File: src/rtl/uart_pkg.sv
// Shared UART definitions: FSM states, parity encodings, legal prescales.
// Used by both the receiver and the transmitter.
package uart_pkg;

  typedef enum logic [2:0] {
    ST_IDLE,
    ST_START,
    ST_DATA,
    ST_PARITY,
    ST_STOP
  } uart_state_e;

  localparam logic PAR_EVEN = 1'b0;
  localparam logic PAR_ODD  = 1'b1;

  localparam logic [5:0] PRESCALE_8  = 6'd8;
  localparam logic [5:0] PRESCALE_16 = 6'd16;
  localparam logic [5:0] PRESCALE_32 = 6'd32;

  function automatic logic majority3(input logic [2:0] s);
    return (s[0] & s[1]) | (s[0] & s[2]) | (s[1] & s[2]);
  endfunction

endpackage

File: src/rtl/uart_rx_sampler.sv
// Per-bit edge counter with three mid-bit samples and majority vote.
// Counter is held at zero while disabled so a frame starts at edge 0.
module uart_rx_sampler
  import uart_pkg::*;
(
  input  logic       i_clk,
  input  logic       i_rst,
  input  logic       i_en,
  input  logic [5:0] i_prescale,
  input  logic       i_rx,
  output logic [5:0] o_edge_cnt,
  output logic       o_sampled_bit,
  output logic       o_bit_end
);

  logic [5:0] r_edge_cnt;
  logic [2:0] r_smp;
  logic [5:0] w_half;
  logic [5:0] w_last;
  logic       w_wrap;

  assign w_half = i_prescale >> 1;
  assign w_last = i_prescale - 6'd1;
  assign w_wrap = (r_edge_cnt == w_last);

  always_ff @(posedge i_clk or posedge i_rst) begin
    if (i_rst) begin
      r_edge_cnt <= '0;
      r_smp      <= '0;
    end else if (!i_en) begin
      r_edge_cnt <= '0;
    end else begin
      r_edge_cnt <= w_wrap ? 6'd0 : r_edge_cnt + 6'd1;
      if (r_edge_cnt == w_half - 6'd1) r_smp[0] <= i_rx;
      if (r_edge_cnt == w_half)        r_smp[1] <= i_rx;
      if (r_edge_cnt == w_half + 6'd1) r_smp[2] <= i_rx;
    end
  end

  assign o_edge_cnt    = r_edge_cnt;
  assign o_sampled_bit = majority3(r_smp);
  assign o_bit_end     = i_en & w_wrap;

endmodule

File: src/rtl/uart_rx.sv
// Oversampling UART receiver: start detect, deserializer, parity and
// stop checks, registered one-cycle result flags.
module uart_rx
  import uart_pkg::*;
#(
  parameter int DATA_WIDTH = 8
) (
  input  logic                  CLK,
  input  logic                  RST,
  input  logic                  RX_IN,
  input  logic                  PAR_EN,
  input  logic                  PAR_TYP,
  input  logic [5:0]            Prescale,
  output logic [DATA_WIDTH-1:0] P_DATA,
  output logic                  data_valid,
  output logic                  par_err,
  output logic                  stp_err
);

  localparam int BW = (DATA_WIDTH > 1) ? $clog2(DATA_WIDTH) : 1;
  localparam logic [BW-1:0] LAST = BW'(DATA_WIDTH - 1);

  uart_state_e r_state;
  uart_state_e w_next;

  logic [BW-1:0]         r_bit_cnt;
  logic [DATA_WIDTH-1:0] r_shift;
  logic                  r_par_en;
  logic                  r_par_typ;
  logic                  r_par_fail;
  logic [5:0]            r_prescale;

  logic       w_en;
  logic [5:0] w_edge_cnt;
  logic       w_bit;
  logic       w_bit_end;
  logic       w_good_stop;
  logic       w_start;

  assign w_en        = (r_state != ST_IDLE);
  assign w_good_stop = (r_state == ST_STOP) & w_bit_end & w_bit & ~r_par_fail;
  // A clean stop with the line already low chains straight into the next start
  assign w_start     = ((r_state == ST_IDLE) & ~RX_IN)
                     | ((r_state == ST_STOP) & w_bit_end & w_bit & ~RX_IN);

  uart_rx_sampler u_smp (
    .i_clk         (CLK),
    .i_rst         (RST),
    .i_en          (w_en),
    .i_prescale    (r_prescale),
    .i_rx          (RX_IN),
    .o_edge_cnt    (w_edge_cnt),
    .o_sampled_bit (w_bit),
    .o_bit_end     (w_bit_end)
  );

  always_ff @(posedge CLK or posedge RST) begin
    if (RST) r_state <= ST_IDLE;
    else     r_state <= w_next;
  end

  always_comb begin
    w_next = r_state;
    unique case (r_state)
      ST_IDLE:   if (!RX_IN) w_next = ST_START;
      ST_START:  if (w_bit_end) w_next = w_bit ? ST_IDLE : ST_DATA;
      ST_DATA:
        if (w_bit_end && r_bit_cnt == LAST)
          w_next = r_par_en ? ST_PARITY : ST_STOP;
      ST_PARITY: if (w_bit_end) w_next = ST_STOP;
      ST_STOP:   if (w_bit_end) w_next = w_start ? ST_START : ST_IDLE;
      default:   w_next = ST_IDLE;
    endcase
  end

  always_ff @(posedge CLK or posedge RST) begin
    if (RST) begin
      r_bit_cnt  <= '0;
      r_shift    <= '0;
      r_par_en   <= 1'b0;
      r_par_typ  <= 1'b0;
      r_par_fail <= 1'b0;
      r_prescale <= '0;
      P_DATA     <= '0;
      data_valid <= 1'b0;
      par_err    <= 1'b0;
      stp_err    <= 1'b0;
    end else begin
      data_valid <= 1'b0;
      par_err    <= 1'b0;
      stp_err    <= 1'b0;
      if (w_start) begin
        r_par_en   <= PAR_EN;
        r_par_typ  <= PAR_TYP;
        r_prescale <= Prescale;
        r_bit_cnt  <= '0;
        r_par_fail <= 1'b0;
      end
      if (r_state == ST_DATA && w_bit_end) begin
        r_shift[r_bit_cnt] <= w_bit;
        r_bit_cnt          <= r_bit_cnt + 1'b1;
      end
      if (r_state == ST_PARITY && w_edge_cnt == r_prescale - 6'd1)
        r_par_fail <= w_bit ^ (^r_shift) ^ r_par_typ;
      if (r_state == ST_STOP && w_bit_end) begin
        stp_err    <= ~w_bit;
        par_err    <= r_par_fail;
        data_valid <= w_good_stop;
        if (w_good_stop) P_DATA <= r_shift;
      end
    end
  end

endmodule

File: config.mk
export PLATFORM = sky130hd
export DESIGN_NAME = uart_rx
export DESIGN_NICKNAME = d
export VERILOG_FILES = /design/src/rtl/uart_pkg.sv /design/src/rtl/uart_rx_sampler.sv /design/src/rtl/uart_rx.sv
export SDC_FILE = /design/constraint.sdc
export NUM_CORES = 1
export LEC_CHECK = 0
export ABC_AREA = 1
export CAP_MARGIN = 15
export CORE_ASPECT_RATIO = 1.5
export CORE_UTILIZATION = 50
export CTS_CLUSTER_SIZE = 16
export DETAILED_ROUTE_END_ITERATION = 8
export HOLD_SLACK_MARGIN = 0.15
export PLACE_DENSITY = 0.76
export SYNTH_ARGS = -nofsm -noshare
export SYNTH_HDL_FRONTEND = slang
export SYNTH_HIERARCHICAL = 1
export SYNTH_SLANG_ARGS = --single-unit
File: constraint.sdc
create_clock -name CLK -period 5.8 [get_ports CLK]
set_input_delay 1.16 -clock CLK [delete_from_list [all_inputs] [get_ports CLK]]
set_output_delay 1.16 -clock CLK [all_outputs]
set_load 0.005 [all_outputs]
==> run metrics, run 1 <==
outcome complete, no violations; Max stage delay on crit path 0.56 ns; sequential element share of the synthesized area 37.8%; initial antenna violation count 0; # clock sinks 43; residual DRC count 0; crit-path cells inv_2 > ha_1 > nand2_1 > nor2_1 > nand2_1 > inv_1 > nand2_1 > nand2_1 > nand3_2 > nor2_1 > nand4_4 > a21oi_4 > inv_1 > nand2_1 > o21ai_0; vias per cell 5.11; Hold Vio Cnt, Final 0; final setup violation count 0; io pins 22; CP endpoint kind flip-flop; Routed WL per cell 13.3 um; # nets final 452; Final period util 52.6%; Detail Placement HPWL 5380 um; unrepaired setup endpoints after global routing false; Max-slew headroom 52.3%; flops & latches, synth 43; kind of critical path reg -> reg; Syn Inst Count 408; hold_sp u_smp/r_smp[2]$_DFFE_PP0P_; cell family with most CP delay simple AND/OR/NAND/NOR gates; Pleak 1.69 nW; clock-pin slew of the registers on the worst-case setup and hold paths 0.09 ns; pre-CTS setup slack 2.75 ns; Max Root-Sink Buffers 2; vias in the first global route 2483; TritonCTS clock tree yes; Tot Pwr 1.44 mW; Hold Path Class reg -> reg; Post-synth ARST share 100%; fin crit period 3.05 ns; Top FF cell, synth dfrtp_1; total gr overflow 0; Resize count post-CTS 0; Critical Path Start r_prescale[2]$_DFFE_PP0P_; Arr. time, crit path 3.25 ns; first-pass GRT wire length 11300 um; post-layout util 58.5%; worst vdd ir 0.000226 V; Final GP Congestion 1.02; number of flops mapped to enable cells by yosys 0; mean post-synth cell area 6.98 um^2; Fin Setup TNS 0 ns; Die W 63.6 um; Synth top cells by count nand2_1 (143), inv_1 (57), dfrtp_1 (43), nor2_1 (42), nand3_1 (27); FF-to-FF Start r_prescale[2]$_DFFE_PP0P_; First DRT Iteration DRCs 156; warnings from Yosys 6; GRT Total Usage 24.9%; max_cap viols 0; Antenna Nets Post-Route 0; Power Density 448 mW/mm^2; CP bufs+invs 3; H-tree levels 2; Peak Freq 0.327 GHz; Initial Util 51.9%; most frequent cell after synthesis nand2_1; postcts setup bufs 0; layout cells sized above 1 6.45%; post-synthesis cell type count 33; Yosys top cell by area dfrtp_1; cts hold-fix bufs 0; placeable core area 0.00549 mm^2; crit-path max FO 16; largest net degree at the start of global routing 35; Fillers 518; actual slew at the worst max-slew pin 0.713 ns; routed via count 2574; Area Growth Syn to Fin 12.8%; Clock Tree Root clkbuf_8; die footprint 0.00601 mm^2; synth top area cells dfrtp_1 (38%), nand2_1 (19%), inv_1 (7.5%); WL final 6700 um; number of core rows 33; synthesized cell area 0.00285 mm^2; CP max-delay cell nor2_1; CTS buffer count 5; Skew-Pair Late Insertion Delay 0.31 ns; PnR worst setup slack 2.75 ns; Req. time, crit path 6.00 ns; Post-Syn Nets 427; top cell type's share of synthesized area 37.8%; drt pass-1 iters 4; Startpoint Class flip-flop; Worst path most repeated cell nand2_1; Antenna Cells 0; Worst Skew 0.00758 ns; Final Slew Violations 0; IO Port Bufs 21; die height 94.5 um
-- cell usage in the layout, fill, tap and decap left out, types with 2 or more instances in the layout --
cell type	n
nor2_8	2
nor2_2	3
nor3_1	2
o21ai_1	5
xor2_1	7
inv_2	4
ha_1	8
nand2_2	2
nand2_1	143
a21oi_1	20
xnor2_1	6
dfrtp_1	43
nand4_1	3
nor2_1	42
o21ai_0	9
nand3_1	27
clkinvlp_4	2
clkdlybuf4s50_1	21
clkbuf_8	5
inv_1	57
mux2_2	2
a31oi_1	8
-- worst min-delay path, cell delays in order, from the launching register on --
cell and delay, ns:
dfrtp_1 0.37, nand2_1 0.06, nand2_1 0.06
-- routing by layer --
metal | GRT usage [%] | wire length, um | vias up
met5 | 0 | 0 | -
met4 | 17.0 | 335 | 0
met2 | 46.8 | 3670 | 70
li1 | - | - | 1330
met3 | 2.90 | 201 | 23
met1 | 25.3 | 2490 | 1151
-- final cells by class --
| cell class | instances | area [um^2] | area share [%] |
|---|---|---|---|
| Inverter | 61 | 229 | 7.12 |
| Clock inverter | 3 | 23.8 | 0.740 |
| Multi-Input combinational cell | 300 | 1510 | 47.0 |
| Tap cell | 70 | 87.6 | 2.72 |
| Sequential cell | 43 | 1080 | 33.5 |
| Timing Repair Buffer | 22 | 218 | 6.77 |
| Clock buffer | 5 | 68.8 | 2.14 |
-- path summary, 6_finish.rpt --
kind,to,cells past startpoint,slack (ns)
min reg2reg,u_smp/r_smp[2]$_DFFE_PP0P_,2,0.52
min,u_smp/r_smp[2]$_DFFE_PP0P_,2,0.52
max in group asynchronous,r_prescale[1]$_DFFE_PP0P_,3,4.22
max,r_bit_cnt[1]$_DFFE_PP0P_,15,2.75
min in group asynchronous,u_smp/o_edge_cnt[1]$_DFF_PP0_,2,1.13
max reg2reg,r_bit_cnt[1]$_DFFE_PP0P_,15,2.75
-- per-stage QoR --
stage               instance area (um^2)  cells  hold WS (ns)
floorplan                           2850    408         0.448
global placement                    3120    496         0.469
detailed placement                  3120    496         0.499
CTS                                 3210    504         0.521
global route                        3210    504         0.537
finish                              3210    504         0.515
-- where the power goes --
part | total [mW] | internal (mW) | switching, mW
sequential | 0.480 | 0.368 | 0.112
combinational | 0.755 | 0.272 | 0.483
clock | 0.203 | 0.0862 | 0.117
-- logic make-up (layout without fill, tap and decap cells) --
group,count (synthesis),count (layout),share of synthesized area [%]
compound gates,47,47,9.31
xor+xnor,13,13,4.00
fa+ha+maj,9,9,3.86
buf+inv,65,91,9.18
flops,43,43,37.8
mux,2,2,0.790
simple gates,229,229,35.1
-- state kept, by name, indices dropped and copies added, names as in the netlist --
signal / cells
r_prescale: 6
P_DATA: 8
data_valid: 1
stp_err: 1
r_state: 3
u_smp/r_smp: 3
r_par_fail: 1
r_par_typ: 1
r_bit_cnt: 3
r_shift: 8
par_err: 1
u_smp/o_edge_cnt: 6
r_par_en: 1
(Power assumes the default switching activity.)
==> run 2: changes to the inputs <==
==> constraint.sdc (replaced) <==
create_clock -name CLK -period 3.1 [get_ports CLK]
set_input_delay 0.62 -clock CLK [delete_from_list [all_inputs] [get_ports CLK]]
set_output_delay 0.62 -clock CLK [all_outputs]
set_load 0.005 [all_outputs]
==> run metrics, run 2 (synthesis results as in run 1) <==
Req. time, crit path 3.29 ns (was 6.00 ns); H-tree levels 2 (unchanged); actual slew at the worst max-slew pin 0.452 ns (was 0.713 ns); DP Cell Count 500 (was 496); # clock sinks 43 (unchanged); CP max-delay cell dfrtp_1 (was nor2_1); Max stage delay on crit path 0.48 ns (was 0.56 ns); Power Density 851 mW/mm^2 (was 448 mW/mm^2); Max-slew headroom 69.9% (was 52.3%); Startpoint Class flip-flop (unchanged); number of core rows 33 (unchanged); residual DRC count 0 (unchanged); Hold Vio Cnt, Final 0 (unchanged); Die W 63.6 um (unchanged); WL final 6630 um (was 6700 um); post-route design area 0.00327 mm^2 (was 0.00321 mm^2); leading cell types in the layout, fill and taps excluded nand2_1 (143), inv_1 (57), dfrtp_1 (43), nor2_1 (42), nand3_1 (27) (unchanged); worst vdd ir 0.000446 V (was 0.000226 V); Routed WL per cell 13.0 um (was 13.3 um); Final Slew Violations 0 (unchanged); Worst Skew 0.0123 ns (was 0.00758 ns); Fin Setup TNS 0 ns (unchanged); Max Root-Sink Buffers 2 (unchanged); outcome complete, no violations (unchanged); unrepaired setup endpoints after global routing false (unchanged); crit-path cells inv_1 > ha_1 > inv_1 > nand2_1 > nand2_1 > nor2_1 > nand2_1 > nor2_1 > nand3_2 > nor2_1 > nand4_4 > a21oi_4 > inv_1 > nand2_1 > o21ai_0 (was inv_2 > ha_1 > nand2_1 > nor2_1 > nand2_1 > inv_1 > nand2_1 > nand2_1 > nand3_2 > nor2_1 > nand4_4 > a21oi_4 > inv_1 > nand2_1 > o21ai_0); max_cap viols 0 (unchanged); total gr overflow 0 (unchanged); Initial Util 51.9% (unchanged); clock-pin slew of the registers on the worst-case setup and hold paths 0.09 ns (about the same); layout cells sized above 1 7.31% (was 6.45%); kind of critical path reg -> reg (unchanged); Fillers 529 (was 518); IO Port Bufs 21 (unchanged); final setup violation count 0 (unchanged); Resize count post-CTS 0 (unchanged); first-pass GRT wire length 11000 um (was 11300 um); most common cell after layout, fill and taps aside nand2_1 (unchanged); die footprint 0.00601 mm^2 (unchanged); cts hold-fix bufs 0 (unchanged); placeable core area 0.00549 mm^2 (unchanged); Peak Freq 0.370 GHz (was 0.327 GHz); drt pass-1 iters 4 (unchanged); Arr. time, crit path 2.89 ns (was 3.25 ns); vias per cell 5.15 (was 5.11); initial antenna violation count 0 (unchanged); Hold Path Class reg -> reg (unchanged); vias in the first global route 2401 (was 2483); Worst path most repeated cell nand2_1 (unchanged); Final period util 87.2% (was 52.6%); GRT Total Usage 24.0% (was 24.9%); Area after DPL 0.00315 mm^2 (was 0.00312 mm^2); Antenna Cells 0 (unchanged); Skew-Pair Late Insertion Delay 0.30 ns (was 0.31 ns); First DRT Iteration DRCs 177 (was 156); CTS buffer count 5 (unchanged); TritonCTS clock tree yes (unchanged); postcts setup bufs 0 (unchanged); Area Growth Syn to Fin 14.8% (was 12.8%); die height 94.5 um (unchanged); top flop regs P_DATA x8, r_shift x8 (unchanged); Antenna Nets Post-Route 0 (unchanged); Finished Layout Cells 508 (was 504); Final GP Congestion 0.966 (was 1.02); Detail Placement HPWL 5230 um (was 5380 um); Pleak 1.73 nW (was 1.69 nW); crit-path max FO 16 (unchanged); # nets final 456 (was 452); routed via count 2617 (was 2574); largest net degree at the start of global routing 35 (unchanged); io pins 22 (unchanged); fin crit period 2.70 ns (was 3.05 ns); Clock Tree Root clkbuf_8 (unchanged); CP endpoint kind flip-flop (unchanged)
run 2: cell count changes in the layout (fill, tap and decap cells not counted), sizes merged:
cell | before | now
clkinv | 0 | 1
inv | 62 | 61
bufinv | 0 | 1
clkbuf | 5 | 6
buf | 1 | 5
clkinvlp | 2 | 0
run 2: worst paths after layout:
check                      depth (start not counted)                    endpoint                  startpoint  slack [ns]
max                                               15    r_bit_cnt[2]$_DFFE_PP0P_   r_prescale[1]$_DFFE_PP0P_        0.40
min                                                2  u_smp/r_smp[2]$_DFFE_PP0P_  u_smp/r_smp[2]$_DFFE_PP0P_        0.49
max reg2reg                                       15    r_bit_cnt[2]$_DFFE_PP0P_   r_prescale[1]$_DFFE_PP0P_        0.40
min reg2reg                                        2  u_smp/r_smp[2]$_DFFE_PP0P_  u_smp/r_smp[2]$_DFFE_PP0P_        0.49
max in group asynchronous                          3       P_DATA[2]$_DFFE_PP0P_                         RST        2.04
min in group asynchronous                          2  u_smp/r_smp[1]$_DFFE_PP0P_                         RST        0.60
run 2: through the flow:
step	total power [mW]	hold slack, ns	worst slack [ns]	util [%]
after detailed placement	2.32	0.474	0.368	57.4
after CTS	2.79	0.493	0.375	59.5
after floorplan	1.94	0.448	0.773	-
final	2.78	0.492	0.398	59.5
after global placement	2.30	0.466	0.537	57.4
after global routing	3.03	0.522	0.0776	59.5
run 2: layout make-up:
class / instances / area (um^2) / area share (%)
clock buffers: 6 / 82.6 / 2.53
clock inverters: 2 / 35.0 / 1.07
inverters: 61 / 229 / 7.00
multi-input cells: 300 / 1510 / 46.2
flip-flops and latches: 43 / 1080 / 32.9
well taps: 70 / 87.6 / 2.68
repair buffers: 26 / 248 / 7.58
run 2: where the power goes:
| part | switching (mW) | leakage [nW] | internal, mW |
|---|---|---|---|
| combinational | 0.911 | 1.09 | 0.521 |
| sequential | 0.204 | 0.575 | 0.688 |
| clock | 0.198 | 0.0612 | 0.261 |
| total | 1.31 | 1.73 | 1.47 |
run 2: worst max-delay path: cells and delay by family (launching register included):
family | cells | cell delay, ns
adder cells (fa/ha/maj) | 1 | 0.31
buffers and inverters | 3 | 0.33
flip-flops | 1 | 0.48
AND/OR/NAND/NOR | 9 | 1.00
AO/OA/AOI/OAI | 2 | 0.46
run 2: routing by layer:
metal	up-vias	global-route usage (%)	part of all wire (%)	wire (um)
met3	20	3.14	2.6	174
met1	1207	25.1	39	2600
li1	1331	-	-	-
met2	59	45.7	54	3580
met4	0	12.5	4.1	272
met5	-	0	0	0
